File: src/rtl/vdp18_scandbl_if.sv
`default_nettype none
// ============================================================================
//  Module      : vdp18_scandbl_if
//  Description : Signal bundle between the VDP timing/colour pipeline and the
//                line-doubling scan converter.
//                master : the source side (VDP timing + colour pipeline)
//                slave  : the scan doubler
//  Signals     : clk_en_5m37_i  source pixel enable
//                clk_en_10m7_i  output pixel enable
//                num_pix_i      signed source pixel counter
//                vert_inc_i     source line advance (qualified by 5m37 enable)
//                vsync_n_i      source vsync (active low)
//                vblank_i       source vblank
//                col_i          colour index of pixel num_pix_i
//                scanline_i     scanline darkening (VDP18_SCANLINES_EN only)
//                col_o          doubled colour index
//                hsync_n_o      output hsync (active low)
//                vsync_n_o      output vsync (active low)
//                hblank_o       output hblank
//                vblank_o       output vblank
//                pass_o         0 = first replay, 1 = second replay
//  Options     : VDP18_SCANLINES_EN adds scanline_i
//  Revision    : 1.0  initial release
// ============================================================================
interface vdp18_scandbl_if;
    logic              clk_en_5m37_i;
    logic              clk_en_10m7_i;
    logic signed [8:0] num_pix_i;
    logic              vert_inc_i;
    logic              vsync_n_i;
    logic              vblank_i;
    logic [3:0]        col_i;
`ifdef VDP18_SCANLINES_EN
    logic              scanline_i;
`endif
    logic [3:0]        col_o;
    logic              hsync_n_o;
    logic              vsync_n_o;
    logic              hblank_o;
    logic              vblank_o;
    logic              pass_o;

    modport master (
        output clk_en_5m37_i, clk_en_10m7_i, num_pix_i, vert_inc_i,
               vsync_n_i, vblank_i, col_i,
`ifdef VDP18_SCANLINES_EN
               scanline_i,
`endif
        input  col_o, hsync_n_o, vsync_n_o, hblank_o, vblank_o, pass_o
    );

    modport slave (
        input  clk_en_5m37_i, clk_en_10m7_i, num_pix_i, vert_inc_i,
               vsync_n_i, vblank_i, col_i,
`ifdef VDP18_SCANLINES_EN
               scanline_i,
`endif
        output col_o, hsync_n_o, vsync_n_o, hblank_o, vblank_o, pass_o
    );
endinterface
`default_nettype wire

File: src/rtl/vdp18_scandbl.sv
`default_nettype none
// ============================================================================
//  Module      : vdp18_scandbl
//  Description : Line-doubling scan converter. Each source line (5.37 MHz
//                pixels) is captured into one bank of a ping-pong line buffer
//                while the previous line is replayed twice from the other
//                bank at 10.74 MHz, giving 31 kHz output. hsync/hblank are
//                regenerated from the read-side pixel counter; vsync/vblank
//                are re-timed to output line starts.
//  Ports       : clk_i    system clock
//                reset_i  asynchronous active-high reset
//                vdp      vdp18_scandbl_if.slave bundle (enables, pixel
//                         counter, line advance, sync/blank, colours)
//  Options     : VDP18_SCANLINES_EN - adds scanline_i; the second replay of
//                each line is forced to colour 1 (black) while it is high.
//  Revision    : 1.0  initial release
// ============================================================================
module vdp18_scandbl #(
    parameter int HS_START_G = -64,
    parameter int HS_LEN_G   = 26,
    parameter int BL_START_G = -72,
    parameter int BL_END_G   = -14
) (
    input  wire logic          clk_i,
    input  wire logic          reset_i,
    vdp18_scandbl_if.slave     vdp
);

    localparam logic signed [8:0] HS_ON     = 9'(HS_START_G);
    localparam logic signed [8:0] HS_OFF    = 9'(HS_START_G + HS_LEN_G);
    localparam logic signed [8:0] BL_ON     = 9'(BL_START_G);
    localparam logic signed [8:0] BL_OFF    = 9'(BL_END_G);
    localparam logic signed [8:0] PIX_FIRST = -9'sd86;
    localparam logic signed [8:0] PIX_LAST  = 9'sd255;

    // Line buffer banks (contents deliberately not reset)
    logic [3:0] mem0 [0:511];
    logic [3:0] mem1 [0:511];

    logic              wr_sel_q;
    logic signed [8:0] prev_pix_q;
    logic signed [8:0] first_q;
    logic signed [8:0] last_q;
    logic signed [8:0] rd_pix_q;
    logic              pass_q;
    logic [3:0]        col_q;
    logic              hsync_n_q;
    logic              hblank_q;
    logic              vsync_n_q;
    logic              vblank_q;

    logic              line_start;
    logic [8:0]        wr_addr;
    logic [8:0]        rd_addr;
    logic [3:0]        col_mux;

    // vert_inc is only meaningful on a source pixel enable
    assign line_start = vdp.vert_inc_i & vdp.clk_en_5m37_i;

    // Flipping the sign bit maps -256..255 onto 0..511
    assign wr_addr = {~vdp.num_pix_i[8], vdp.num_pix_i[7:0]};
    assign rd_addr = {~rd_pix_q[8], rd_pix_q[7:0]};

    always_ff @(posedge clk_i) begin
        if (vdp.clk_en_5m37_i) begin
            if (wr_sel_q) begin
                mem1[wr_addr] <= vdp.col_i;
            end else begin
                mem0[wr_addr] <= vdp.col_i;
            end
        end
    end

    always_ff @(posedge clk_i or posedge reset_i) begin
        if (reset_i) begin
            wr_sel_q   <= 1'b0;
            prev_pix_q <= PIX_FIRST;
            first_q    <= PIX_FIRST;
            last_q     <= PIX_LAST;
            rd_pix_q   <= PIX_FIRST;
            pass_q     <= 1'b0;
            col_q      <= 4'd0;
            hsync_n_q  <= 1'b1;
            hblank_q   <= 1'b0;
            vsync_n_q  <= 1'b1;
            vblank_q   <= 1'b0;
        end else begin
            // Source side: line-length tracking and bank swap
            if (vdp.clk_en_5m37_i) begin
                prev_pix_q <= vdp.num_pix_i;
                // A backwards step of the pixel counter marks the start of a
                // new source line, so it gives both ends of the line.
                if (vdp.num_pix_i < prev_pix_q) begin
                    first_q <= vdp.num_pix_i;
                    last_q  <= prev_pix_q;
                end
                if (vdp.vert_inc_i) begin
                    wr_sel_q  <= ~wr_sel_q;
                    vsync_n_q <= vdp.vsync_n_i;
                    vblank_q  <= vdp.vblank_i;
                end
            end

            // Read side: restart wins over a coincident wrap
            if (line_start) begin
                rd_pix_q <= first_q;
                pass_q   <= 1'b0;
            end else if (vdp.clk_en_10m7_i) begin
                if (rd_pix_q == last_q) begin
                    rd_pix_q <= first_q;
                    pass_q   <= ~pass_q;
                end else begin
                    rd_pix_q <= rd_pix_q + 9'sd1;
                end
            end

            if (vdp.clk_en_10m7_i) begin
                if (rd_pix_q == HS_ON) begin
                    hsync_n_q <= 1'b0;
                end else if (rd_pix_q == HS_OFF) begin
                    hsync_n_q <= 1'b1;
                end
                if (rd_pix_q == BL_ON) begin
                    hblank_q <= 1'b1;
                end else if (rd_pix_q == BL_OFF) begin
                    hblank_q <= 1'b0;
                end
            end

            // Read bank is always the one not being written
            col_q <= wr_sel_q ? mem0[rd_addr] : mem1[rd_addr];
        end
    end

    always_comb begin
        col_mux = col_q;
`ifdef VDP18_SCANLINES_EN
        if (vdp.scanline_i && pass_q) begin
            col_mux = 4'd1;
        end
`endif
        if (hblank_q) begin
            col_mux = 4'd0;
        end
    end

    assign vdp.col_o     = col_mux;
    assign vdp.hsync_n_o = hsync_n_q;
    assign vdp.vsync_n_o = vsync_n_q;
    assign vdp.hblank_o  = hblank_q;
    assign vdp.vblank_o  = vblank_q;
    assign vdp.pass_o    = pass_q;

endmodule
`default_nettype wire
File: src/flat_wrapper.sv
// flat-port wrapper written by rule: the top's interface ports become plain ports
module vdp18_scandbl_flat 
#(
    parameter int HS_START_G = -64,
    parameter int HS_LEN_G   = 26,
    parameter int BL_START_G = -72,
    parameter int BL_END_G   = -14
)
  (clk_i, reset_i, vdp_clk_en_5m37_i, vdp_clk_en_10m7_i, vdp_num_pix_i, vdp_vert_inc_i, vdp_vsync_n_i, vdp_vblank_i, vdp_col_i, vdp_col_o, vdp_hsync_n_o, vdp_vsync_n_o, vdp_hblank_o, vdp_vblank_o, vdp_pass_o);
  vdp18_scandbl_if vdp_i ();
  input  wire logic clk_i;
  input  wire logic reset_i;
  input wire logic [$bits(vdp_i.clk_en_5m37_i)-1:0] vdp_clk_en_5m37_i;
  input wire logic [$bits(vdp_i.clk_en_10m7_i)-1:0] vdp_clk_en_10m7_i;
  input wire logic [$bits(vdp_i.num_pix_i)-1:0] vdp_num_pix_i;
  input wire logic [$bits(vdp_i.vert_inc_i)-1:0] vdp_vert_inc_i;
  input wire logic [$bits(vdp_i.vsync_n_i)-1:0] vdp_vsync_n_i;
  input wire logic [$bits(vdp_i.vblank_i)-1:0] vdp_vblank_i;
  input wire logic [$bits(vdp_i.col_i)-1:0] vdp_col_i;
  output wire logic [$bits(vdp_i.col_o)-1:0] vdp_col_o;
  output wire logic [$bits(vdp_i.hsync_n_o)-1:0] vdp_hsync_n_o;
  output wire logic [$bits(vdp_i.vsync_n_o)-1:0] vdp_vsync_n_o;
  output wire logic [$bits(vdp_i.hblank_o)-1:0] vdp_hblank_o;
  output wire logic [$bits(vdp_i.vblank_o)-1:0] vdp_vblank_o;
  output wire logic [$bits(vdp_i.pass_o)-1:0] vdp_pass_o;
  assign vdp_i.clk_en_5m37_i = vdp_clk_en_5m37_i;
  assign vdp_i.clk_en_10m7_i = vdp_clk_en_10m7_i;
  assign vdp_i.num_pix_i = vdp_num_pix_i;
  assign vdp_i.vert_inc_i = vdp_vert_inc_i;
  assign vdp_i.vsync_n_i = vdp_vsync_n_i;
  assign vdp_i.vblank_i = vdp_vblank_i;
  assign vdp_i.col_i = vdp_col_i;
  assign vdp_col_o = vdp_i.col_o;
  assign vdp_hsync_n_o = vdp_i.hsync_n_o;
  assign vdp_vsync_n_o = vdp_i.vsync_n_o;
  assign vdp_hblank_o = vdp_i.hblank_o;
  assign vdp_vblank_o = vdp_i.vblank_o;
  assign vdp_pass_o = vdp_i.pass_o;
  vdp18_scandbl #(.HS_START_G(HS_START_G), .HS_LEN_G(HS_LEN_G), .BL_START_G(BL_START_G), .BL_END_G(BL_END_G)) u_core (.clk_i(clk_i), .reset_i(reset_i), .vdp(vdp_i));
endmodule
File: config.mk
export PLATFORM = sky130hd
export DESIGN_NAME = vdp18_scandbl_flat
export DESIGN_NICKNAME = d
export VERILOG_FILES = /design/src/rtl/vdp18_scandbl_if.sv /design/src/rtl/vdp18_scandbl.sv /design/src/flat_wrapper.sv
export SDC_FILE = /design/constraint.sdc
export NUM_CORES = 2
export LEC_CHECK = 0
export BUFFER_PORTS_ARGS = -buffer_cell sky130_fd_sc_hd__buf_4
export CAP_MARGIN = 20
export CORE_MARGIN = 3
export CORE_UTILIZATION = 25
export CTS_BUF_LIST = sky130_fd_sc_hd__clkbuf_8
export DETAILED_ROUTE_END_ITERATION = 7
export PLACE_DENSITY = 0.42
export SETUP_SLACK_MARGIN = 0.05
export SKIP_CTS_REPAIR_TIMING = 1
export SLEW_MARGIN = 10
export SYNTH_ARGS = -nofsm -noshare
export SYNTH_HDL_FRONTEND = slang
export SYNTH_SLANG_ARGS = --single-unit
File: constraint.sdc
create_clock -name clk_i -period 4.6 [get_ports clk_i]
set_input_delay 0.23 -clock clk_i [delete_from_list [all_inputs] [get_ports clk_i]]
set_output_delay 0.23 -clock clk_i [all_outputs]
set_load 0.03 [all_outputs]
==> metrics.txt <==
# TYPE chip_impl_metric gauge
chip_impl_info{name="status",value="complete, but fails checks"} 1
chip_impl_info{name="violations_in_the_final_reports",value="setup timing"} 1
chip_impl_metric{name="core_region_area",unit="mm^2"} 0.6474
chip_impl_metric{name="power.share.combinational",unit="%"} 29.1
chip_impl_metric{name="fin_tns_setup",unit="ns"} -0.1510
chip_impl_metric{name="clock-sinks",unit=""} 4142
chip_impl_metric{name="gpl.final_weighted_congestion",unit=""} 0.8019
chip_impl_info{name="timing.hold.worst.class",value="in -> reg"} 1
chip_impl_info{name="dominant_cell_type_by_area_after_synthesis",value="sky130_fd_sc_hd__edfxtp_1"} 1
chip_impl_metric{name="final-max-slew-violation-count",unit=""} 0
chip_impl_info{name="tritoncts_clock_tree",value="built"} 1
chip_impl_info{name="critical-path-top-cell-by-count",value="sky130_fd_sc_hd__o211ai_1"} 1
chip_impl_metric{name="drt_iter0_drc",unit=""} 9350
chip_impl_metric{name="netlist_area",unit="mm^2"} 0.1629
chip_impl_metric{name="layoutNonFillerInstCount",unit=""} 18220
chip_impl_metric{name="post_synth_inst_count",unit=""} 8307
chip_impl_metric{name="cap_violations",unit=""} 0
chip_impl_metric{name="critPathArrivalTime",unit="ns"} 5.91
chip_impl_metric{name="routed-via-count",unit=""} 87730
chip_impl_metric{name="drc",unit=""} 0
chip_impl_metric{name="seq_power_share",unit="%"} 40.9
chip_impl_info{name="crit_path_cell_trace",value="inv_2 -> nand2_1 -> nor2_1 -> a22oi_1 -> o211ai_1 -> a311oi_1 -> nor3_1 -> buf_4 -> o211ai_1 -> o31ai_1"} 1
chip_impl_metric{name="insertion_delay",unit="ns"} 1.25
chip_impl_metric{name="power.static_leakage",unit="nW"} 58.32
chip_impl_metric{name="chipWidth",unit="um"} 813.2
chip_impl_metric{name="synth-seq-area-share",unit="%"} 76.24
chip_impl_metric{name="p_clk_share",unit="%"} 30.0
chip_impl_metric{name="die-area",unit="mm^2"} 0.6613
chip_impl_info{name="critPathKind",value="reg -> reg"} 1
chip_impl_metric{name="setup_viol",unit=""} 1
chip_impl_metric{name="tritoncts_buffer_count",unit=""} 704
chip_impl_metric{name="final_area",unit="mm^2"} 0.1900
chip_impl_metric{name="synth_enable_flop_cells",unit=""} 4096
chip_impl_metric{name="worstPathMaxFanout",unit=""} 12
chip_impl_metric{name="port_buffers",unit=""} 28
chip_impl_metric{name="netSwitchingPower",unit="mW"} 35.42
chip_impl_metric{name="grt_max_degree",unit=""} 177
chip_impl_info{name="cpLargestDelayFamily",value="simple AND/OR/NAND/NOR gates"} 1
chip_impl_metric{name="post_drt_via_cell_ratio",unit=""} 4.815
chip_impl_metric{name="p_int",unit="mW"} 67.62
chip_impl_metric{name="global_route.usage.total",unit="%"} 16.42
chip_impl_metric{name="detailroute.wirelength.met2",unit="um"} 270700
chip_impl_metric{name="multi_input_comb_area",unit="mm^2"} 0.03618
chip_impl_metric{name="hold_ws",unit="ns"} 0.03701
chip_impl_metric{name="fmaxAchievable",unit="MHz"} 210.5
chip_impl_metric{name="fin_worst_skew",unit="ns"} 0.06669
chip_impl_metric{name="drt-met1-wl",unit="um"} 235000
chip_impl_metric{name="grt_first_pass_wirelength",unit="um"} 764800
chip_impl_metric{name="total_nets_after_synthesis",unit=""} 8338
chip_impl_info{name="final_common_cell",value="sky130_fd_sc_hd__edfxtp_1"} 1
chip_impl_metric{name="average_footprint_of_a_synthesized_cell",unit="um^2"} 19.61
chip_impl_info{name="highest_signal_layer_in_the_routed_design",value="met5"} 1
chip_impl_metric{name="h-tree-depth",unit=""} 6
chip_impl_metric{name="post-route-period-util",unit="%"} 103.3
chip_impl_metric{name="floorplan.io_pins",unit=""} 29
chip_impl_metric{name="dr.pass1.iters",unit=""} 6
chip_impl_metric{name="p_total",unit="mW"} 103.0
chip_impl_metric{name="area_growth",unit="%"} 16.64
chip_impl_metric{name="globalRouteOverflowTotal",unit=""} 0
chip_impl_metric{name="worst_ir_drop_vdd",unit="uV"} 330.1
chip_impl_metric{name="ff_latch_area",unit="mm^2"} 0.1242
chip_impl_metric{name="final_layout_size_suffix_gt1_share",unit="%"} 25.89
chip_impl_info{name="layout.cells.most_common_list",value="sky130_fd_sc_hd__edfxtp_1 (4096), sky130_fd_sc_hd__nor2_1 (1120), sky130_fd_sc_hd__mux4_2 (962), sky130_fd_sc_hd__clkbuf_8 (714), sky130_fd_sc_hd__buf_4 (413)"} 1
chip_impl_metric{name="place.detailed.instances",unit=""} 16850
chip_impl_metric{name="power.density",unit="mW/mm^2"} 542.4
chip_impl_metric{name="cts.path.max_buffers",unit=""} 4
chip_impl_metric{name="filler_cell_count_in_the_final_layout",unit=""} 63700
chip_impl_metric{name="final_critical_path_setup_slack",unit="ns"} -0.1510
chip_impl_metric{name="finalWirelength",unit="um"} 558800
chip_impl_info{name="synthFlopType",value="sky130_fd_sc_hd__edfxtp_1"} 1
chip_impl_metric{name="synthesis.yosys.warnings",unit=""} 0
chip_impl_metric{name="final_hold_viol_count",unit=""} 0
chip_impl_metric{name="max_slew.worst_pin.slew",unit="ns"} 1.365
chip_impl_metric{name="switching_share",unit="%"} 34.38
chip_impl_metric{name="synth.ff_latch_count",unit=""} 4142
chip_impl_info{name="ys_top_cells_by_area",value="sky130_fd_sc_hd__edfxtp_1 (76%), sky130_fd_sc_hd__mux4_2 (13%), sky130_fd_sc_hd__nor2_1 (2.6%)"} 1
chip_impl_metric{name="postSynth.asyncResetShare",unit="%"} 1.111
chip_impl_metric{name="critPathRequiredTime",unit="ns"} 5.76
chip_impl_info{name="cell_with_the_largest_stage_delay_on_the_worst_path",value="sky130_fd_sc_hd__nor2_1"} 1
chip_impl_metric{name="layout.core_utilization",unit="%"} 29.35
chip_impl_metric{name="critical_path_buf_inv_count",unit=""} 2
chip_impl_metric{name="die_height",unit="um"} 813.2
chip_impl_metric{name="start_util",unit="%"} 25.16
chip_impl_info{name="start_kind",value="register"} 1
chip_impl_metric{name="via_count_of_the_first_global_routing_pass",unit=""} 91110
chip_impl_metric{name="route.met3.wl",unit="um"} 35690
chip_impl_info{name="ctsRootBufferMaster",value="sky130_fd_sc_hd__clkbuf_8"} 1
chip_impl_metric{name="synth_top_area_share",unit="%"} 75.51
chip_impl_metric{name="maxSlewHeadroom",unit="%"} 9.019
chip_impl_metric{name="detail-route-antenna-nets",unit=""} 0
chip_impl_metric{name="initial_antenna_violation_count",unit=""} 56
chip_impl_metric{name="clock_transition_at_the_register_clock_pins_on_the_worst_setup_and_hold_paths_after_cts",unit="ns"} 0.06
chip_impl_metric{name="detailed_place_hpwl",unit="um"} 349800
chip_impl_metric{name="finalCriticalPeriod",unit="ns"} 4.751
chip_impl_metric{name="final_net_count",unit=""} 9030
chip_impl_metric{name="placed_area",unit="mm^2"} 0.1765
chip_impl_metric{name="yosysUniqueCellTypes",unit=""} 67
chip_impl_metric{name="number_of_rows_created_at_floorplan",unit=""} 295
chip_impl_metric{name="max_stage_delay",unit="ns"} 1.04
chip_impl_metric{name="dp_worst_setup_slack",unit="ns"} -0.3509
chip_impl_metric{name="drt-wirelength-per-cell",unit="um"} 30.67
chip_impl_info{name="critPathCaptureType",value="register"} 1
chip_impl_info{name="rsz0062_at_grt",value="no"} 1
-- metal layers --
| layer | vias up | GRT usage [%] |
|---|---|---|
| li1 | 35380 | - |
| met1 | 47800 | 22.17 |
| met2 | 3731 | 27.27 |
| met3 | 819 | 2.581 |
| met4 | 4 | 4.927 |
| met5 | - | 0 |
-- final cells by class --
class / instances / area share [%]
well taps: 8613 / 5.672
flip-flops and latches: 4142 / 65.38
repair buffers: 576 / 3.082
clock buffers: 714 / 5.172
multi-input cells: 3555 / 19.04
clock inverters: 562 / 1.561
inverters: 20 / 0.04412
diodes: 38 / 0.05005
-- cells by family after synthesis --
kind of cell,synth area share [%]
adder cells (fa/ha/maj),0.08449
XOR/XNOR,0.05915
buffers and inverters,1.809
AND/OR/NAND/NOR,4.051
AO/OA/AOI/OAI,2.819
flip-flops,76.24
multiplexers,14.94
-- registers in the layout, summed over array words and instances, names as in the netlist --
name,flops
u_core.last_q,9
u_core.vdp.pass_o,1
u_core.vdp.vsync_n_o,1
u_core.vdp.hsync_n_o,1
u_core.first_q,9
u_core.vdp.vblank_o,1
u_core.rd_pix_q,9
u_core.mem1,2048
u_core.col_q,4
u_core.mem0,2048
u_core.vdp.hblank_o,1
u_core.prev_pix_q,9
u_core.wr_sel_q,1
-- worst paths after layout --
path	from	end	slack (ns)	cells after the start
setup / recovery	u_core.rd_pix_q[3]$_DFFE_PP1P_	u_core.col_q[0]$_DFF_PP0_	-0.15	10
hold / removal	vdp_vert_inc_i	u_core.rd_pix_q[1]$_DFFE_PP1P_	0.04	5
setup reg to reg	u_core.rd_pix_q[3]$_DFFE_PP1P_	u_core.col_q[0]$_DFF_PP0_	-0.15	10
hold reg to reg	u_core.prev_pix_q[4]$_DFFE_PP0P_	u_core.last_q[4]$_DFFE_PP1P_	0.50	1
max in group asynchronous	reset_i	u_core.rd_pix_q[3]$_DFFE_PP1P_	3.43	5
min in group asynchronous	reset_i	u_core.vdp.vblank_o$_DFFE_PP0P_	0.26	4
-- cell usage after synthesis, types with 17 or more instances --
| library cell | n |
|---|---|
| sky130_fd_sc_hd__buf_4 | 66 |
| sky130_fd_sc_hd__edfxtp_1 | 4096 |
| sky130_fd_sc_hd__a21oi_1 | 129 |
| sky130_fd_sc_hd__dfstp_2 | 25 |
| sky130_fd_sc_hd__a31oi_1 | 37 |
| sky130_fd_sc_hd__inv_1 | 18 |
| sky130_fd_sc_hd__nand3_1 | 66 |
| sky130_fd_sc_hd__buf_6 | 27 |
| sky130_fd_sc_hd__mux4_2 | 962 |
| sky130_fd_sc_hd__nand4_1 | 17 |
| sky130_fd_sc_hd__mux2_2 | 33 |
| sky130_fd_sc_hd__dfrtp_1 | 21 |
| sky130_fd_sc_hd__nor4_1 | 19 |
| sky130_fd_sc_hd__a22oi_1 | 177 |
| sky130_fd_sc_hd__o22ai_1 | 80 |
| sky130_fd_sc_hd__nor2_1 | 1125 |
| sky130_fd_sc_hd__clkbuf_1 | 257 |
| sky130_fd_sc_hd__o21ai_0 | 75 |
| sky130_fd_sc_hd__a221oi_1 | 29 |
| sky130_fd_sc_hd__nor3_1 | 35 |
| sky130_fd_sc_hd__mux2i_1 | 219 |
| sky130_fd_sc_hd__a32oi_1 | 22 |
| sky130_fd_sc_hd__buf_2 | 165 |
| sky130_fd_sc_hd__a211oi_1 | 23 |
| sky130_fd_sc_hd__nand2_1 | 298 |
| sky130_fd_sc_hd__nor2b_1 | 25 |
| sky130_fd_sc_hd__buf_1 | 75 |
-- worst register-to-register path, delay by kind of cell (launching register included) --
family,cells,cell delay (ns)
buf+inv,2,0.72
flops,1,0.54
simple gates,3,2.45
compound gates,5,0.93
-- power by group through the flow --
stage	Combinational, mW	Clock (mW)	Sequential, mW
5_1_grt	31.0	33.5	42.1
4_1_cts	30.0	31.7	42.2
3_5_place_dp	29.9	0	43.0
6_report	30.0	30.9	42.2
3_3_place_gp	29.9	0	43.0
2_1_floorplan	14.9	0	42.6
Note: power is estimated with default switching activity, not from simulation.
